<file path="config.mk">
export PLATFORM = sky130hd
export DESIGN_NAME = instr_fetch_decode
export DESIGN_NICKNAME = d
export VERILOG_FILES = /design/src/rtl/instr_fetch_decode.sv
export SDC_FILE = /design/constraint.sdc
export NUM_CORES = 1
export LEC_CHECK = 0
export CAP_MARGIN = 15
export CORE_MARGIN = 3
export CORE_UTILIZATION = 44
export DETAILED_ROUTE_END_ITERATION = 10
export PLACE_DENSITY = 0.79
export RECOVER_POWER = 50
export SLEW_MARGIN = 20
export SYNTH_ARGS = -nofsm -noshare
export SYNTH_HDL_FRONTEND = slang
export SYNTH_SLANG_ARGS = --single-unit
</file>
<file path="constraint.sdc">
create_clock -name clk -period 1.5 [get_ports clk]
set_clock_uncertainty 0.05 [all_clocks]
set_input_delay 0.3 -clock clk [delete_from_list [all_inputs] [get_ports clk]]
set_output_delay 0.3 -clock clk [all_outputs]
set_load 0.05 [all_outputs]
</file>
<file path="src/rtl/instr_fetch_decode.sv">
// -----------------------------------------------------------------------------
// instr_fetch_decode
//
// Instruction fetch and decode front end. It fetches one 16-bit instruction
// word from a synchronous instruction memory (one-cycle read latency),
// decodes it into a one-hot instruction class plus register and immediate
// fields, and holds the decoded result until the execution FSM retires it.
// On retirement the PC either advances by one or is redirected to the jump
// target. NOP and illegal opcodes retire on their own after one cycle; the
// illegal opcode also sets a sticky flag. HALT freezes the unit until reset.
//
// Ports
//   clk, reset        system clock; asynchronous active-high reset
//   imem_addr/imem_rd instruction memory read address and read strobe
//   imem_data         read data, valid in the cycle after imem_rd
//   nextInstruction   retire pulse from the execution FSM
//   enableJUMP,
//   enableCMPJUMP     redirect the PC to target at retirement
//   alu..cmpJump      one-hot instruction class (registered)
//   rd, rs1, rs2,
//   funct, target     decoded instruction fields
//   pc                current program counter
//   instr_valid       decoded outputs valid and awaiting retirement
//   halted, illegal   halt indicator; sticky illegal-opcode flag
// -----------------------------------------------------------------------------
module instr_fetch_decode #(
  parameter int IW = 16,
  parameter int AW = 8
) (
  input  logic          clk,
  input  logic          reset,
  output logic [AW-1:0] imem_addr,
  output logic          imem_rd,
  input  logic [IW-1:0] imem_data,
  input  logic          nextInstruction,
  input  logic          enableJUMP,
  input  logic          enableCMPJUMP,
  output logic          alu,
  output logic          ld,
  output logic          st,
  output logic          jump,
  output logic          cmpJump,
  output logic [2:0]    rd,
  output logic [2:0]    rs1,
  output logic [2:0]    rs2,
  output logic [3:0]    funct,
  output logic [AW-1:0] target,
  output logic [AW-1:0] pc,
  output logic          instr_valid,
  output logic          halted,
  output logic          illegal
);

  typedef enum logic [1:0] {
    S_FETCH,
    S_WAIT,
    S_DECODED,
    S_HALT
  } state_e;

  typedef enum logic [2:0] {
    OP_NOP     = 3'b000,
    OP_ALU     = 3'b001,
    OP_LD      = 3'b010,
    OP_ST      = 3'b011,
    OP_JUMP    = 3'b100,
    OP_CMPJUMP = 3'b101,
    OP_ILLEGAL = 3'b110,
    OP_HALT    = 3'b111
  } opcode_e;

  typedef struct packed {
    logic alu;
    logic ld;
    logic st;
    logic jump;
    logic cmp_jump;
  } class_t;

  localparam logic [AW-1:0] PC_INC = AW'(1);

  state_e        state_q,   state_d;
  logic [AW-1:0] pc_q,      pc_d;
  logic [IW-1:0] ir_q,      ir_d;
  logic          imem_rd_q, imem_rd_d;
  class_t        cls_q,     cls_d;
  logic          valid_q,   valid_d;
  logic          halted_q,  halted_d;
  logic          illegal_q, illegal_d;

  opcode_e data_op;
  opcode_e ir_op;

  assign data_op = opcode_e'(imem_data[IW-1 -: 3]);
  assign ir_op   = opcode_e'(ir_q[IW-1 -: 3]);

  function automatic class_t decode_class(input opcode_e op);
    class_t c;
    c = '0;
    case (op)
      OP_ALU:     c.alu      = 1'b1;
      OP_LD:      c.ld       = 1'b1;
      OP_ST:      c.st       = 1'b1;
      OP_JUMP:    c.jump     = 1'b1;
      OP_CMPJUMP: c.cmp_jump = 1'b1;
      default:    c          = '0;
    endcase
    return c;
  endfunction

  always_comb begin
    // NOTE: every signal written here gets a default first, so no path
    // through the case statement leaves it unassigned and infers a latch.
    state_d   = state_q;
    pc_d      = pc_q;
    ir_d      = ir_q;
    imem_rd_d = imem_rd_q;
    cls_d     = cls_q;
    valid_d   = valid_q;
    halted_d  = halted_q;
    illegal_d = illegal_q;

    case (state_q)
      S_FETCH: begin
        // The read strobe is a flop, so it is cleared while reset is held.
        // Straight out of reset it is raised here on the first edge; every
        // later entry into FETCH raises it on the way in, keeping the loop
        // at three cycles per instruction.
        if (imem_rd_q) begin
          imem_rd_d = 1'b0;
          state_d   = S_WAIT;
        end else begin
          imem_rd_d = 1'b1;
        end
      end

      S_WAIT: begin
        ir_d = imem_data;
        if (data_op == OP_HALT) begin
          state_d  = S_HALT;
          halted_d = 1'b1;
        end else begin
          state_d = S_DECODED;
          cls_d   = decode_class(data_op);
          valid_d = |cls_d;
        end
      end

      S_DECODED: begin
        if (!valid_q) begin
          // NOP or illegal opcode: nothing to retire, advance on our own.
          pc_d      = pc_q + PC_INC;
          state_d   = S_FETCH;
          imem_rd_d = 1'b1;
          if (ir_op == OP_ILLEGAL) begin
            illegal_d = 1'b1;
          end
        end else if (nextInstruction) begin
          pc_d      = (enableJUMP || enableCMPJUMP) ? target : pc_q + PC_INC;
          cls_d     = '0;
          valid_d   = 1'b0;
          state_d   = S_FETCH;
          imem_rd_d = 1'b1;
        end
      end

      S_HALT: begin
        // Frozen until reset.
      end

      default: begin
        state_d = S_FETCH;
      end
    endcase
  end

  always_ff @(posedge clk or posedge reset) begin
    // NOTE: state flops use non-blocking assignments so every flop samples
    // the pre-edge values regardless of statement order.
    if (reset) begin
      state_q   <= S_FETCH;
      pc_q      <= '0;
      ir_q      <= '0;
      imem_rd_q <= 1'b0;
      cls_q     <= '0;
      valid_q   <= 1'b0;
      halted_q  <= 1'b0;
      illegal_q <= 1'b0;
    end else begin
      state_q   <= state_d;
      pc_q      <= pc_d;
      ir_q      <= ir_d;
      imem_rd_q <= imem_rd_d;
      cls_q     <= cls_d;
      valid_q   <= valid_d;
      halted_q  <= halted_d;
      illegal_q <= illegal_d;
    end
  end

  assign imem_addr   = pc_q;
  assign imem_rd     = imem_rd_q;
  assign pc          = pc_q;

  assign alu         = cls_q.alu;
  assign ld          = cls_q.ld;
  assign st          = cls_q.st;
  assign jump        = cls_q.jump;
  assign cmpJump     = cls_q.cmp_jump;
  assign instr_valid = valid_q;
  assign halted      = halted_q;
  assign illegal     = illegal_q;

  assign rd          = ir_q[12:10];
  assign rs1         = ir_q[9:7];
  assign rs2         = ir_q[6:4];
  assign funct       = ir_q[3:0];
  assign target      = AW'(ir_q[7:0]);

endmodule

</file>
==> results of run 1 <==
-- metrics by stage --
| stage | worst slack [ps] | instance area (µm²) | utilization, % | TNS [ps] | std cells |
|---|---|---|---|---|---|
| final | 52.8 | 3030 | 79.1 | 0 | 307 |
| after global routing | -11.4 | 3030 | 79.1 | -22.9 | 307 |
| after CTS | 47.0 | 3020 | 78.9 | 0 | 307 |
| after detailed placement | -170 | 2900 | 75.7 | -898 | 299 |
| after global placement | -109 | 2900 | 75.7 | -470 | 299 |
| after floorplan | -78.3 | 1820 | - | -78.3 | 204 |
-- cell type report --
type	count	area (µm²)	area share, %
timing repair buffer	85	1270	42.1
sequential	35	881	29.1
multi-input combinational	128	683	22.6
clock buffer	6	82.6	2.73
tap	48	60.1	1.98
clock inverter	2	35.0	1.16
inverter	3	11.3	0.372
-- cells by family (layout without fill, tap and decap cells) --
kind of cell | after synthesis | after routing | synth area share [%]
buffers and inverters | 41 | 96 | 15.4
AND/OR/NAND/NOR | 88 | 88 | 20.9
flip-flops | 35 | 35 | 48.3
AO/OA/AOI/OAI | 37 | 37 | 13.7
adder cells (fa/ha/maj) | 1 | 1 | 0.690
XOR/XNOR | 1 | 1 | 0.484
multiplexers | 1 | 1 | 0.553
-- cells in the mapped netlist (all sizes together) --
library cell | count | area share, %
dfrtp | 35 | 48
nor3 | 1 | 0.28
nor2b | 1 | 0.35
clkbuf | 1 | 0.21
nand3b | 2 | 0.83
xnor2 | 1 | 0.48
a221o | 1 | 0.55
o21a | 1 | 0.41
inv | 3 | 0.62
o22ai | 3 | 1.0
nand4 | 1 | 0.35
and3 | 1 | 0.35
nand3 | 5 | 1.4
nor4 | 1 | 0.35
nor2 | 8 | 1.7
o21ai | 7 | 2.8
and4 | 1 | 0.48
nand2b | 3 | 1.0
and2b | 1 | 0.55
o22a | 2 | 0.97
a21oi | 14 | 3.9
a21o | 1 | 0.41
a311oi | 1 | 0.48
nand2 | 62 | 13
buf | 37 | 15
a2bb2oi | 2 | 0.97
o211ai | 4 | 1.7
nor3b | 1 | 0.41
mux2i | 1 | 0.55
a41o | 1 | 0.55
ha | 1 | 0.69
-- worst max path at each step --
stage	from	end
global route	state_q[0]	st
detailed placement	enableCMPJUMP	imem_addr[4]
finish	imem_addr[0]	imem_addr[7]
global placement	enableCMPJUMP	imem_addr[4]
CTS	state_q[0]	instr_valid
floorplan	imem_addr[0]	imem_addr[4]
-- per-layer routing --
layer | vias up | global-route usage, % | routed length (µm)
li1 | 758 | - | -
met1 | 783 | 24.9 | 1880
met3 | 13 | 5.47 | 297
met2 | 69 | 36.3 | 2700
met5 | - | 0 | 0
met4 | 0 | 9.57 | 146
-- critical path: cells and delay by family, from the launching register on --
| family | cells | cell delay [ps] |
|---|---|---|
| buffers and inverters | 1 | 170 |
| AND/OR/NAND/NOR | 2 | 450 |
| AO/OA/AOI/OAI | 2 | 290 |
| flip-flops | 1 | 380 |
-- power by group --
group	total [mW]	switching, mW	internal (mW)
registers	0.955	0.00602	0.949
logic	0.140	0.0640	0.0756
clock network	0.867	0.330	0.537
-- timing repair --
action                                  CTS  global route
hold buffers                              0             0
gates resized for setup                   1             5
endpoints found under the setup margin    1             3
pin swaps                                 0             0
==> impl_metrics.yaml, run 1 <==
clocking:
  cts.reportedPaths.clkPinSlew_ps: 70
  cts_tree: "yes"
  cts_sinks: 35
  clock_latency_ps: 290
  cts_root_buf: "clkbuf_8"
  h-tree-depth: 2
  clockBufferDepth: 2
  cts_buffers: 5
  post_cts_buffers: 0
final_layout:
  largest_reg_flops: 16
  layout-drive-gt1-share_pct: 33.6
  final_nets: 280
  fillers: 211
  top_register: "ir_q"
  area_growth_pct: 67.1
  antenna_cells: 0
  layout_commonest_cell: "nand2_1"
  layout_common_cells: "nand2_1 (62), buf_12 (47), dfrtp_1 (31)"
placement:
  place.gp.congestion: 0.806
  dp.final_hpwl_mm: 3.47
  port_buffers: 66
grt:
  overflow: 0
  grt_max_degree: 36
  grt_first_pass_wirelength_mm: 8.18
  grt_pass1_vias: 1576
  track_usage_pct: 21.2
  antenna_found_initial: 0
timing:
  setup_violations: 0
  fmax_ghz: 0.691
  min_period_ps: 1450
  finalCritPeriodShare_pct: 96.5
  slew_violations: 0
  rsz0062_at_grt: "true"
  hold_viol_final: 0
  holdWs_ps: 432
  max_slew.worst_pin.slew_ps: 833
  slew_headroom_pct: 44.5
power:
  leakagePower_nw: 1.36
  power_density_nw_per_um2: 648
  vdd_ir_drop_max_v: 0.000669
  power_mw: 1.96
yosys:
  synthCells: 204
  synth_nets: 226
  synth.avg_cell_area_um2: 8.88
  ys_ff_latch: 35
  yosysUniqueCellTypes: 36
  synth.cell_area_um2: 1810
  ys_warn_count: 0
  synth_seq_area_share_pct: 48.3
drt:
  drc_errors: 0
  vias: 1623
  vias_per_cell: 5.29
  wl_per_cell_um: 16.4
  drt_iter0_drc: 135
  routed_wl_mm: 5.02
  first_pass_iters: 4
  ant_nets: 0
setup_path:
  max_stage_delay_ps: 380
  crit_path_cell_trace: "buf_4 -> and4_2 -> nand4_1 -> o22ai_1 -> a2bb2oi_2"
  crit_path_start_kind: "register"
  crit_required_ps: 1630
  path_class: "reg -> reg"
  rrSetupSlack_ps: 50
  reg2regPathDepth: 5
  cp_max_fo: 6
  cp.arrival_ps: 1570
  timing.rr.end: "imem_addr[7]"
  r2r_start: "imem_addr[0]"
  crit_slowest_cell: "dfrtp_2"
  worstSetupEndpointType: "register"
outcome:
  status: "complete, no violations"
worst_hold_path:
  whs_endpoint: "ir_q[13]"
  min-delay-start: "ir_q[13]"
  hold_depth: 2
  hold_class: "reg -> reg"
floorplanning:
  core-area_um2: 3830
  ios: 67
  die-area_um2: 4920
  dieHeight_um: 70.2
  die_x_um: 70.2
  start_util_pct: 47.4
  rows: 22
flow_run:
  maxCapViolCount: 0
(Power assumes the default switching activity.)
==> run 2, diff against run 1 <==
Settings changed: CTS_CLUSTER_DIAMETER from default to 40, MAX_ROUTING_LAYER from default to met4.
==> run 2 against run 1 <==
  * Non-clock buffer count stayed put
  * First-iteration DRC count is 5.9% lower
  * Sequential cell count did not move
  * Largest power group unchanged
  * Die area is the same
  * Worst setup slack worse by 4.9 ps
  * Count of clock-buffer cells in the layout did not move
  * Via count rose by 1.4%
  * Cell count unchanged
  * Final area did not move
  * Register-to-register slack is essentially flat
  * Highest routed layer unchanged
  * Critical endpoint is now imem_addr[2]
==> impl_metrics.yaml, run 2 (synthesis results as in run 1) <==
timing:
  setup_ws_ps: 47.9
  slew_headroom_pct: 44.4
  rsz0062_at_grt: "true"
  slew_violations: 0
  fin_setup_tns_ps: 0
  finalCritPeriodShare_pct: 96.8
  fmax_ghz: 0.689
  hold_viol_final: 0
  setup_violations: 0
  min_period_ps: 1450
  max_slew.worst_pin.slew_ps: 833
grt:
  overflow: 0
  grt_max_degree: 36
  grt_pass1_vias: 1575
  grt_first_pass_wirelength_mm: 8.19
  antenna_found_initial: 0
  track_usage_pct: 21.8
setup_path:
  reg2regPathDepth: 4
  cp_top_family: "flip-flops"
  crit_path_cell_trace: "and2b_4 -> o21a_1 -> buf_4 -> a21oi_1"
  crit_path_start_kind: "register"
  r2r_start: "state_q[0]"
  cp.arrival_ps: 1570
  cp.buffers_inverters: 1
  path_class: "reg -> reg"
  crit_required_ps: 1620
  max_stage_delay_ps: 460
  startpoint: "state_q[0]"
  rrSetupSlack_ps: 50
  crit_slowest_cell: "dfrtp_1"
  worstSetupEndpointType: "register"
  timing.rr.end: "imem_addr[2]"
  cp_max_fo: 6
outcome:
  status: "complete, no violations"
drt:
  drt_iter0_drc: 127
  drc_errors: 0
  wl_per_cell_um: 16.4
  routed_wl_mm: 5.05
  first_pass_iters: 5
  vias_per_cell: 5.36
  ant_nets: 0
  vias: 1646
clocking:
  clockBufferDepth: 2
  post_cts_buffers: 0
  cts.reportedPaths.clkPinSlew_ps: 70
  cts_tree: "yes"
  cts_buffers: 5
  h-tree-depth: 2
  clock_latency_ps: 290
  cts_root_buf: "clkbuf_8"
  cts_sinks: 35
placement:
  port_buffers: 66
  post-place-ws_ps: -170
  place.gp.congestion: 0.817
  dp.final_hpwl_mm: 3.47
final_layout:
  final_nets: 280
  fillers: 211
  area_growth_pct: 67.1
  antenna_cells: 0
  multi_input_area_um2: 683
  largest_reg_flops: 16
  layout_common_cells: "nand2_1 (62), buf_12 (47), dfrtp_1 (31)"
  layout-drive-gt1-share_pct: 33.6
  layout_commonest_cell: "nand2_1"
  top_register: "ir_q"
  seq_area_um2: 881
worst_hold_path:
  whs_endpoint: "ir_q[13]"
  hold_depth: 2
  min-delay-start: "ir_q[13]"
  hold_class: "reg -> reg"
floorplanning:
  die-area_um2: 4920
  dieHeight_um: 70.2
  rows: 22
  start_util_pct: 47.4
  ios: 67
  die_x_um: 70.2
  core-area_um2: 3830
power:
  switchingPower_mw: 0.402
  cell_internal_pwr_mw: 1.56
  power_frac_seq_pct: 48.6
  pwr-share-clk_pct: 44.3
  p_comb_share_pct: 7.1
  swShare_pct: 20.5
  leakagePower_nw: 1.36
  power_density_nw_per_um2: 649
  vdd_ir_drop_max_v: 0.000668
flow_run:
  maxCapViolCount: 0
==> run 2: cell counts in the layout (fill, tap and decap cells not counted) <==
No cell type changed its count.
==> run 2: worst register-to-register path: cells and delay by family (launching register included) <==
kind	cells	cell delay [ps]
flip-flops	1	460
buffers and inverters	1	170
AO/OA/AOI/OAI	2	330
AND/OR/NAND/NOR	1	340
==> run 2: final cells by class <==
class                      count  area share (%)
clock buffer                   6            2.73
sequential                    35            29.1
clock inverter                 2            1.16
tap                           48            1.98
multi-input combinational    128            22.6
timing repair buffer          85            42.1
inverter                       3           0.372
==> run 2: power by group through the flow <==
stage	combinational [mW]	sequential, mW	clock [mW]
after floorplan	0.0273	0.988	0
final	0.140	0.955	0.869
after CTS	0.144	0.954	0.874
after global placement	0.142	0.972	0
after global routing	0.150	0.954	0.933
after detailed placement	0.143	0.972	0
==> run 2: per-stage QoR <==
stage	area, µm²	power (mW)	std cells	util, %	hold WS (ps)
2_1_floorplan	1820	1.01	204	-	355
3_3_place_gp	2900	1.11	299	75.7	409
3_5_place_dp	2900	1.11	299	75.7	423
4_1_cts	3020	1.97	307	78.9	326
5_1_grt	3030	2.04	307	79.1	453
6_report	3030	1.96	307	79.1	429
==> run 2: per-layer routing <==
layer / GRT usage, % / wire length, µm / up-vias
met5: - / 0 / -
met4: 9.57 / 175 / 0
met3: 5.18 / 278 / 17
met2: 36.2 / 2670 / 72
met1: 25.2 / 1930 / 799
li1: - / - / 758
==> run 2: repair_timing <==
item	4_1_cts	5_1_grt
resized for setup	1	5
hold buffers	0	0
setup endpoints to repair	1	3
==> run 2: worst max path at each step <==
stage | endpoint | slack (ps) | cells past startpoint
2_1_floorplan | imem_addr[4] | -80 | 5
3_3_place_gp | imem_addr[4] | -110 | 6
3_5_place_dp | imem_addr[4] | -170 | 6
4_1_cts | instr_valid | 50 | 4
5_1_grt | st | -10 | 4
6_report | imem_addr[2] | 50 | 4
